--- src/rtl/sdram_pkg.sv ---
// Shared SDRAM definitions: command encodings, mode-register value, default timing.
// Latency: n/a (constants and types only).
// Backpressure: n/a.
package sdram_pkg;

    // {cs_n, ras_n, cas_n, we_n}
    localparam logic [3:0] CMD_NOP       = 4'b0111;
    localparam logic [3:0] CMD_PRECHARGE = 4'b0010;
    localparam logic [3:0] CMD_AUTO_REF  = 4'b0001;
    localparam logic [3:0] CMD_MRS       = 4'b0000;

    // Idle bus values: all banks selected, A10 high (precharge-all).
    localparam logic [1:0]  BA_IDLE   = 2'b11;
    localparam logic [12:0] ADDR_IDLE = 13'h1FFF;

    // Burst write, CAS latency 3, sequential, full-page burst.
    localparam logic [1:0]  MODE_REG_BA  = 2'b00;
    localparam logic [12:0] MODE_REG_VAL = 13'b000_0_00_011_0_111;

    // Default timing at 100 MHz, in clock cycles.
    localparam int T_POWER_DEF  = 20000;
    localparam int TRP_CLK_DEF  = 2;
    localparam int TRFC_CLK_DEF = 7;
    localparam int TMRD_CLK_DEF = 3;
    localparam int AR_NUM_DEF   = 8;

    typedef enum logic [2:0] {
        IDLE,
        PRE,
        TRP,
        AR,
        TRF,
        MRS,
        TMRD,
        END
    } init_state_t;

endpackage

--- src/rtl/sdram_init_fsm.sv ---
// SDRAM power-up initialisation: wait, PRECHARGE-all, AR_NUM x AUTO REFRESH, MODE REGISTER SET.
// Latency: PRECHARGE T_POWER cycles after reset release; init_end T_POWER+71 cycles with defaults.
// Backpressure: none; free-running sequence, outputs registered, init_end sticky until reset.
// Ports: clk_100m, rst_n (async active-low) in; init_cmd[3:0], init_ba[1:0],
//        init_addr[12:0], init_end out.
module sdram_init_fsm
    import sdram_pkg::*;
#(
    parameter int T_POWER  = T_POWER_DEF,
    parameter int TRP_CLK  = TRP_CLK_DEF,
    parameter int TRFC_CLK = TRFC_CLK_DEF,
    parameter int TMRD_CLK = TMRD_CLK_DEF,
    parameter int AR_NUM   = AR_NUM_DEF
) (
    input  logic        clk_100m,
    input  logic        rst_n,
    output logic [3:0]  init_cmd,
    output logic [1:0]  init_ba,
    output logic [12:0] init_addr,
    output logic        init_end
);

    // The power-up counter must reach T_POWER itself (not T_POWER-1), see IDLE below.
    localparam int PWR_W   = $clog2(T_POWER + 1);
    localparam int CYC_MAX = (TRFC_CLK > TRP_CLK) ?
                             ((TRFC_CLK > TMRD_CLK) ? TRFC_CLK : TMRD_CLK) :
                             ((TRP_CLK  > TMRD_CLK) ? TRP_CLK  : TMRD_CLK);
    localparam int CYC_W   = (CYC_MAX > 1) ? $clog2(CYC_MAX) : 1;
    localparam int REF_W   = $clog2(AR_NUM + 1);

    init_state_t      state_q,   state_d;
    logic [PWR_W-1:0] pwr_cnt_q, pwr_cnt_d;
    logic [CYC_W-1:0] cyc_cnt_q, cyc_cnt_d;
    logic [REF_W-1:0] ref_cnt_q, ref_cnt_d;

    logic [3:0]  cmd_d;
    logic [1:0]  ba_d;
    logic [12:0] addr_d;
    logic        end_d;

    always_ff @(posedge clk_100m or negedge rst_n) begin
        if (!rst_n) begin
            state_q   <= IDLE;
            pwr_cnt_q <= '0;
            cyc_cnt_q <= '0;
            ref_cnt_q <= '0;
            init_cmd  <= CMD_NOP;
            init_ba   <= BA_IDLE;
            init_addr <= ADDR_IDLE;
            init_end  <= 1'b0;
        end else begin
            state_q   <= state_d;
            pwr_cnt_q <= pwr_cnt_d;
            cyc_cnt_q <= cyc_cnt_d;
            ref_cnt_q <= ref_cnt_d;
            init_cmd  <= cmd_d;
            init_ba   <= ba_d;
            init_addr <= addr_d;
            init_end  <= end_d;
        end
    end

    // Next state. Wait states exit when the counter shows N-1 so that exactly
    // N NOP cycles appear on the registered outputs.
    always_comb begin
        state_d   = state_q;
        pwr_cnt_d = pwr_cnt_q;
        cyc_cnt_d = '0;
        ref_cnt_d = ref_cnt_q;
        unique case (state_q)
            IDLE: begin
                // Before edge n the counter holds n, so leaving at T_POWER puts
                // PRECHARGE on the bus in cycle n = T_POWER.
                if (pwr_cnt_q == PWR_W'(T_POWER)) state_d = PRE;
                else                              pwr_cnt_d = pwr_cnt_q + 1'b1;
            end
            PRE: state_d = TRP;
            TRP: begin
                if (cyc_cnt_q == CYC_W'(TRP_CLK - 1)) state_d = AR;
                else                                   cyc_cnt_d = cyc_cnt_q + 1'b1;
            end
            AR: begin
                ref_cnt_d = ref_cnt_q + 1'b1;
                state_d   = TRF;
            end
            TRF: begin
                if (cyc_cnt_q == CYC_W'(TRFC_CLK - 1))
                    state_d = (ref_cnt_q < REF_W'(AR_NUM)) ? AR : MRS;
                else
                    cyc_cnt_d = cyc_cnt_q + 1'b1;
            end
            MRS: state_d = TMRD;
            TMRD: begin
                if (cyc_cnt_q == CYC_W'(TMRD_CLK - 1)) state_d = END;
                else                                    cyc_cnt_d = cyc_cnt_q + 1'b1;
            end
            END:     state_d = END;
            default: state_d = IDLE;
        endcase
        if (state_d != state_q) begin
            pwr_cnt_d = '0;
            cyc_cnt_d = '0;
        end
    end

    // Outputs are decoded from the next state so the registered bus lines up
    // with the state register.
    always_comb begin
        cmd_d  = CMD_NOP;
        ba_d   = BA_IDLE;
        addr_d = ADDR_IDLE;
        end_d  = 1'b0;
        unique case (state_d)
            PRE: cmd_d = CMD_PRECHARGE;
            AR:  cmd_d = CMD_AUTO_REF;
            MRS: begin
                cmd_d  = CMD_MRS;
                ba_d   = MODE_REG_BA;
                addr_d = MODE_REG_VAL;
            end
            END:     end_d = 1'b1;
            default: ;
        endcase
    end

endmodule

--- config.mk ---
export PLATFORM = sky130hd
export DESIGN_NAME = sdram_init_fsm
export DESIGN_NICKNAME = d
export VERILOG_FILES = /design/src/rtl/sdram_pkg.sv /design/src/rtl/sdram_init_fsm.sv
export SDC_FILE = /design/constraint.sdc
export NUM_CORES = 1
export LEC_CHECK = 0
export CORE_MARGIN = 2
export CORE_UTILIZATION = 30
export CTS_CLUSTER_DIAMETER = 30
export DETAILED_ROUTE_END_ITERATION = 10
export PLACE_DENSITY = 0.45
export SLEW_MARGIN = 20
export SYNTH_ARGS = -nofsm -noshare
export SYNTH_HDL_FRONTEND = slang
export SYNTH_SLANG_ARGS = --single-unit
--- constraint.sdc ---
create_clock -name clk_100m -period 2.5 [get_ports clk_100m]
set_input_delay 0.375 -clock clk_100m [delete_from_list [all_inputs] [get_ports clk_100m]]
set_output_delay 0.375 -clock clk_100m [all_outputs]
set_load 0.05 [all_outputs]
# == After elaboration in Yosys (flattened, before gate mapping) ==
# Cells that the tools add are included.
# word_totals
in_bits,2
output_inout_bits,20
reg_bits,45
wordCells,50
# classes
n_eq_ne,17
n_reduce_logical,3
mux,18
magnitude_cmp,1
n_addsub,3
# op_table
op,n
15-bit two-way mux,3
3-bit two-way mux,9
3-bit one-hot mux with 8 select lines,1
3-bit equality test (second input constant),7
3-bit one-hot mux with 3 select lines,2
15-bit by 1-bit adder with 15-bit output (second input constant),1
15-bit equality test (second input constant),1
13-bit two-way mux,1
3-bit by 2-bit equality test with 1-bit output (second input constant),4
3-bit by 1-bit equality test with 1-bit output (second input constant),3
4-bit by 1-bit adder with 4-bit output (second input constant),1
4-bit less-than comparator (second input constant),1
3-bit by 1-bit adder with 3-bit output (second input constant),1
3-bit zero test,1
3-bit != test,1
2-bit two-way mux,1
2-bit by 1-bit != test with 1-bit output (second input constant),1
2-bit AND reduction,1
2-bit nonzero test,1
1-bit two-way mux,1

# == Longest topological paths before layout ==
# Gate-level depths: netlist of the first run.
# depth
depth_word,7
mapped_depth,7
depth_no_buf,6

# == Worst setup path after synthesis of the first run ==
# OpenSTA, ideal clock, no wires.
# synth_timing
path_type,register -> register
from,register state_q[1]
to,register pwr_cnt_q[13]
setup_ns,0.094
n_path_buf,1
stages_incl_launch_ff,6
setup_slack_ns,0.439
t_arrival_ns,1.967
period_less_slack_ns,2.061
path_cell_list,dfrtp_1 -> buf_6 -> or4b_4 -> or3_1 -> or3_1 -> a211oi_1
# synth_via
elab_chain_len,5
elab_cells_between_ends,18
# synth_lines
item,line_no,rtl
start: declaration,sdram_init_fsm.sv:31,"init_state_t state_q, state_d;"
start signal: assignment,sdram_init_fsm.sv:52,state_q <= state_d;
3-bit equality test (tied with other cells),sdram_init_fsm.sv:70,unique case (state_q)
3-bit one-hot mux with 8 select lines,sdram_init_fsm.sv:70,
3-bit != test,sdram_init_fsm.sv:100,if (state_d != state_q) begin
2-bit by 1-bit != test with 1-bit output (no source line) / 2-bit nonzero test (equally long branches),--,
2-bit AND reduction (no source line),--,
end signal: assignment,sdram_init_fsm.sv:53,pwr_cnt_q <= pwr_cnt_d;
end: declaration,sdram_init_fsm.sv:32,"logic [PWR_W-1:0] pwr_cnt_q, pwr_cnt_d;"
# Parallel ways exist; a longest one is shown, timed or not.
# A chain may end at the register's enable or synchronous reset.

==> results, run 1 <==
- The run finished with clean final reports.
- Row generation in the floorplan step produced 27 rows.
- The placeable core region is about 5500 um^2.
- The clock skew after layout is around 0.011 ns.
- The pin slew with the least headroom to its limit is ~0.51 ns.
- The critical path goes through clkdlybuf4s50_1.
- The filler cells instantiated in the layout total 557.
- Among all stages on the critical path, the largest delay is contributed by clkdlybuf4s50_1.
- The register bit count reported by yosys is 30.
- The synthesized netlist contains 42 unique library cells.
- Counting flops with a built-in enable in the synthesized netlist gives 0.
- After detailed routing, the number of vias per cell comes to about 4.9.
- The number of vias in the routed layout is approximately 1300.
- The worst path in the final design needs a cycle of 2.07 ns, including I/O delays and setup.
- The worst setup path is captured at a primary output.
- The clock slew at the register clock pins of the worst setup and hold paths is 0.06 ns.
- STA puts the critical path data arrival time at ~1.7 ns.
- Of all nets on the critical path, the largest fanout is 10.
- For this run, design rule violations remaining after detail routing come to 0.
- The die covers 6290 um^2.
- The total track usage is 0.115.
- Clock tree synthesis selected as its root buffer the cell clkbuf_8.
- The via count of the first global-routing pass is ~1200.
- The initial antenna violation count was 0.
- The XOR/XNOR share of the synthesized area is 0.0721.
- The multiplexer fraction of the synthesized cell area is 0.0125.
- Summing every instance area after synthesis gives ~1700 um^2.
- For this run the aggregate overflow at the end of global routing stands at 0.
- The commonest register cell after synthesis is dfrtp_1.
- The fraction of final layout cells with drive strength greater than 1 is 0.133.
- After clock tree synthesis, the repair step resized 0 gates.
- The library cell used most frequently in the layout, excluding fill and tap cells, is dfrtp_1.
- The detailed-router iteration count before antenna repair is 4.
- The maximum clock path buffer count is 2.
- The number of buffers and inverters on the critical path is 1.
- The count of H-tree levels built during CTS is 2.
- The reported max-cap violation count is 0.
- Dividing the detail-routed wire length by the instance count gives about 13 um.
- The largest net degree at the start of global routing is 31.
- The half-perimeter wire length after detailed placement is ~2.4 mm.
- The final design utilization is 0.357.
- The post-synthesis async set-or-reset flop share is 1.00.
- The final count of negative-setup-slack endpoints is 0.
- The delay contributed by the slowest stage of the critical path is about 0.82 ns.
- The maximum vdd drop is 212 uV.
- After clock tree synthesis, the setup repair step added 0 buffers.
- Pin placement for this block handled 22 I/O pins.
- The final-layout setup total negative slack is 0 ns.
- The vertical extent of the die is 79.3 um.
- During synthesis, Yosys emitted a total of 0 warnings.
- Wires add up to approximately 3.4 mm.
- The main combinational cell family by area after synthesis is simple AND/OR/NAND/NOR gates.
- Once routing completed, OpenROAD measured the worst setup slack at approximately 0.43 ns.
- In this run the horizontal extent of the chip is between 70 and 80 um.
- Compared with the post-synthesis result, the final layout area differs by 15.5%.
- The final weighted congestion in routability-driven placement is ~0.77.
- Setup repair after global routing left no endpoint under its margin.
- Clock tree synthesis inserted a total of 5 buffers.
- The detail route stage leaves a number of antenna-violating nets equal to 0.
- The later pin in the worst-skew pair is clocked with a latency of between 0.2 and 0.3 ns.
- In this run the tool buffered the top-level ports with 15 buffer cells.
- Of the total synthesized cell area, the portion taken by full adders, half adders and majority gates is 0.0221.
- The TritonCTS clock tree is yes.
- The worst max-slew margin expressed relative to the limit is 0.661.
- The fraction of the mapped netlist area in simple logic gates is 0.250.
- The max-slew violation count is 0.
- The net count of the finished layout is between 150 and 200.
- The effective utilization at floorplan is 0.309.
- The post-synthesis average cell area is 9.77 um^2.
- OpenSTA, run right after detailed placement, puts the worst setup slack at roughly 0.52 ns.
- The clock sink total is 30.
- The start-to-end type of the worst setup path is register to primary output.
- The number of instances in the synthesized netlist is around 170.
- Dividing total power by cell area gives a power density of about 470 nW/um^2.
- The first global-routing pass estimated approximately 5.8 mm of wire.
- Dividing the final minimum period by the clock period gives 0.828.
- The cell class contributing the biggest share of worst-path delay is buffers and inverters.
- The complex-gate fraction of the synthesized area is 0.0971.
- The worst hold path belongs to the class register to register.
- In the layout the commonest cells are dfrtp_1 (26), clkdlybuf4s50_1 (15), nor3_1 (14).
- The number of hold violations in the final report was 0.
- The portion of the post-synthesis area used by sequential elements is 0.444.
- For this design the static power due to leakage is 0.791 nW.
- The nature of the critical path startpoint is a register.
- For this design, the CTS-stage hold fixing added 0 buffers.
- The detailed router finished its first iteration with a little over 90 violations.
- Summing internal, switching and leakage power gives ~0.91 mW.
- The repair_antennas step left the layout with diodes totalling 0.
- The data required time of the critical path is between 2 and 2.5 ns.
- The upper clock frequency limit is 483 MHz.
-- final timing paths --
kind                               from       endpoint  slack, ns  cells after the start
min in group asynchronous         rst_n  pwr_cnt_q[12]       0.51                      2
max in group asynchronous         rst_n    init_cmd[0]       1.67                      2
min                        ref_cnt_q[2]   ref_cnt_q[2]       0.49                      1
max                          init_ba[0]   init_addr[9]       0.43                      1
min reg2reg                ref_cnt_q[2]   ref_cnt_q[2]       0.49                      1
max reg2reg                pwr_cnt_q[0]   pwr_cnt_q[6]       0.47                      7
-- state kept, by name (all words and copies together), names as in the netlist --
register   flops
init_end       1
pwr_cnt_q     15
state_q        3
init_cmd       3
ref_cnt_q      4
cyc_cnt_q      3
init_ba        1
-- where the power goes --
part	switching [mW]	internal, mW
clock	0.176	0.222
combinational	0.0292	0.00240
sequential	0	0.486
-- layout make-up --
| class | count | area, um^2 | area share |
|---|---|---|---|
| inverter | 6 | 22.5 | 0.0115 |
| clock inverter | 1 | 5.00 | 0.00255 |
| clock buffer | 7 | 86.3 | 0.0439 |
| sequential | 30 | 756 | 0.385 |
| timing repair buffer | 23 | 210 | 0.107 |
| multi-input combinational | 121 | 795 | 0.404 |
| tap | 72 | 90.1 | 0.0459 |
-- per-layer routing --
metal  vias up  wire length [um]  track usage  share of wire
li1        631                 -            -              -
met1       626              1650        0.159           0.49
met2        24              1620        0.181           0.48
met3         2               105       0.0239          0.031
met4         0                16       0.0362         0.0047
met5         -                 0            0              0
-- cells in the mapped netlist, types with 5 or more instances --
master | number | area [um^2]
a21oi_1 | 6 | 30.0
clkbuf_1 | 5 | 18.8
buf_4 | 15 | 113
nand2_1 | 9 | 33.8
nor3_1 | 14 | 70.1
inv_1 | 6 | 22.5
o21ai_0 | 7 | 35.0
nor2_1 | 6 | 22.5
nand3_1 | 6 | 30.0
nand4_1 | 8 | 50.1
xnor2_1 | 11 | 96.3
dfrtp_1 | 26 | 651
-- cell families (layout without fill, tap and decap cells) --
group | count (synthesis) | in the layout
AND/OR/NAND/NOR | 71 | 71
flip-flops | 30 | 30
buffers and inverters | 27 | 37
AO/OA/AOI/OAI | 25 | 25
XOR/XNOR | 14 | 14
adder cells (fa/ha/maj) | 3 | 3
other | 2 | 6
multiplexers | 2 | 2
-- metrics by stage --
stage / instance area (um^2) / std cells / hold WS [ns]
2_1_floorplan: 1720 / 178 / 0.0794
3_3_place_gp: 1870 / 252 / 0.462
4_1_cts: 1960 / 260 / 0.495
5_1_grt: 1960 / 260 / 0.519
3_5_place_dp: 1870 / 252 / 0.482
6_report: 1960 / 260 / 0.491
No activity file was read; power rests on OpenSTA's default activity.
==> run 2, diff against run 1 <==
==> constraint.sdc (replaced) <==
create_clock -name clk_100m -period 1.97 [get_ports clk_100m]
set_input_delay 0.2955 -clock clk_100m [delete_from_list [all_inputs] [get_ports clk_100m]]
set_output_delay 0.2955 -clock clk_100m [all_outputs]
set_load 0.05 [all_outputs]
==> results, run 2 (same netlist as run 1, synthesis figures left out) <==
- The number of placed instances, taps included, is 260.
- The worst hold path belongs to the class input port to async pin.
- On the final layout, the worst clock skew is 0.0111 ns.
- The start-to-end type of the worst setup path is register to register.
- The clock latency on the worst-skew pair is approximately 0.28 ns.
- The placeable core region is approximately 5500 um^2.
- Compared with the post-synthesis result, the final layout area differs by 20.9%.
- Pin placement for this block handled 22 I/O pins.
- STA classifies the critical path startpoint as a register.
- The flow ran to the end, and the final reports show no timing, DRC or antenna violations.
- The count of hold buffers inserted by post-cts repair is 0.
- The largest registers in the layout are pwr_cnt_q: 15 flops, ref_cnt_q: 4 flops.
- For this block, the via count after detailed routing is 1335.
- After the last flow step, the layout net total stands at 200.
- The effective utilization at floorplan is 0.309.
- The pre-antenna-repair detailed-routing pass consisted of 4 iterations.
- Once detail routing completed, the nets flagged for antenna violations numbered 0.
- Derived from the worst setup path, the maximum achievable clock frequency is 524 MHz.
- The clock buffer count from CTS is 5.
- The number of hold violations in the final report was 0.
- The TritonCTS clock tree is yes.
- The register with the most flip-flops in the layout has 15 of them.
- The maximum vdd drop is around 260 uV.
- The tree is rooted in a clkbuf_8.
- The clock slew at the register clock pins of the worst setup and hold paths is around 0.07 ns.
- Setup repair after global routing left no endpoint under its margin.
- The row count is 27.
- The type of element capturing the critical path is a register.
- The max-slew violation count is 0.
- The die extent in x is 79.3 um.
- The count of cells in the finished layout, fillers not included, comes to roughly 270.
- The initial antenna violation count is 0.
- The clock passes through at most 2 buffers.
- The total track usage is 0.126.
- Once detailed placement completed, the half-perimeter wirelength came to ~2.5 mm.
- The reported max-cap violation count is 0.
- The via count of the first global-routing pass is about 1300.
- The final critical path time including I/O delays and setup is approximately 1.9 ns.
- Leaving out fill and tap cells, the most frequent cells in the layout are dfrtp_1 (26), buf_4 (26), nor3_1 (14).
- The clock sink total is 30.
- On the final layout, the worst hold slack is between 0.3 and 0.4 ns.
- Setup violations remaining at the end of the flow were counted as 0.
- The first global-routing pass estimated about 6.2 mm of wire.
- After routing the design area is 2060 um^2.
- For this run, design rule violations remaining after detail routing come to 0.
- The ratio of final minimum period to clock period is 0.969.
- The critical path data arrival time is ~2.1 ns.
- Wires add up to 3.56 mm.
- The number of DRC violations after detailed-routing iteration 0 is 67.
- The final weighted congestion in routability-driven placement is between 0.7 and 0.8.
- The maximum fanout count along the critical path is 3.
- The total congestion overflow is 0.
- The count of H-tree levels built during CTS is 2.
- The average routed wire per standard cell is 13.3 um.
- Dividing the detail-routed via count by the number of cells gives roughly 5.
- The power per unit of standard cell area is ~570 nW/um^2.
- Entering global routing, the biggest net connects 31 pins.
- In this run the cell area measured after placement is approximately 1900 um^2.
- More flip-flops sit in one register than any other, and that register is pwr_cnt_q.
- The number of buffers added on ports is 15.
- The die is 79.3 um tall.
- Once layout is complete, the utilization of the core stands at 0.373.
- The reported leakage power is 0.865 nW.
- The repair_antennas step left the layout with diodes totalling 0.
- The fraction of final layout cells with drive strength greater than 1 is 0.255.
- The die covers 6290 um^2.
- The data required time of the critical path is ~2.2 ns.
-- run 2: layout make-up --
cell class	count	area [um^2]
well taps	72	90.1
repair buffers	31	245
fillers	546	3450
inverters	6	22.5
clock inverters	1	5.00
multi-input cells	121	851
flip-flops and latches	30	756
clock buffers	7	86.3
-- run 2: worst paths after layout --
| path | startpoint | end | slack, ns | cells after the start |
|---|---|---|---|---|
| max reg2reg | state_q[1] | pwr_cnt_q[13] | 0.06 | 4 |
| max in group asynchronous | rst_n | init_cmd[0] | 1.26 | 2 |
| min in group clk_100m | ref_cnt_q[2] | ref_cnt_q[2] | 0.47 | 1 |
| min | rst_n | pwr_cnt_q[10] | 0.40 | 2 |
| max | state_q[1] | pwr_cnt_q[13] | 0.06 | 4 |
| min reg2reg | ref_cnt_q[2] | ref_cnt_q[2] | 0.47 | 1 |
-- run 2: power breakdown --
part / total, mW / switching, mW / internal (mW)
Sequential: 0.616 / 0 / 0.616
Combinational: 0.0395 / 0.0365 / 0.00303
Clock: 0.514 / 0.233 / 0.282
-- run 2: metrics by stage --
| step | setup slack, ns | power (mW) | TNS (ns) |
|---|---|---|---|
| after floorplan | -0.0192 | 0.662 | -0.0192 |
| final | 0.0613 | 1.17 | 0 |
| after detailed placement | 0.0349 | 0.668 | 0 |
| after CTS | 0.0186 | 1.20 | 0 |
| after global routing | 0.00112 | 1.23 | 0 |
| after global placement | 0.0296 | 0.668 | 0 |
-- run 2: repair_timing --
action	4_1_cts	5_1_grt
endpoints found under the hold margin	0	0
gates resized for setup	0	9
setup endpoints to repair	0	17
buffers inserted	0	0
-- run 2: critical path, cell delays in order, from the launching register on --
cell and delay (ns):
dfrtp_1 0.40, or4b_4 0.52, or3_1 0.36, or3_1 0.37
a211oi_2 0.18
-- run 2: routing by layer --
layer	vias to the layer above	global-route usage	share of wire
met4	0	0.0414	0.013
li1	654	-	-
met1	647	0.161	0.46
met3	4	0.0352	0.041
met5	-	0	0
met2	30	0.205	0.48
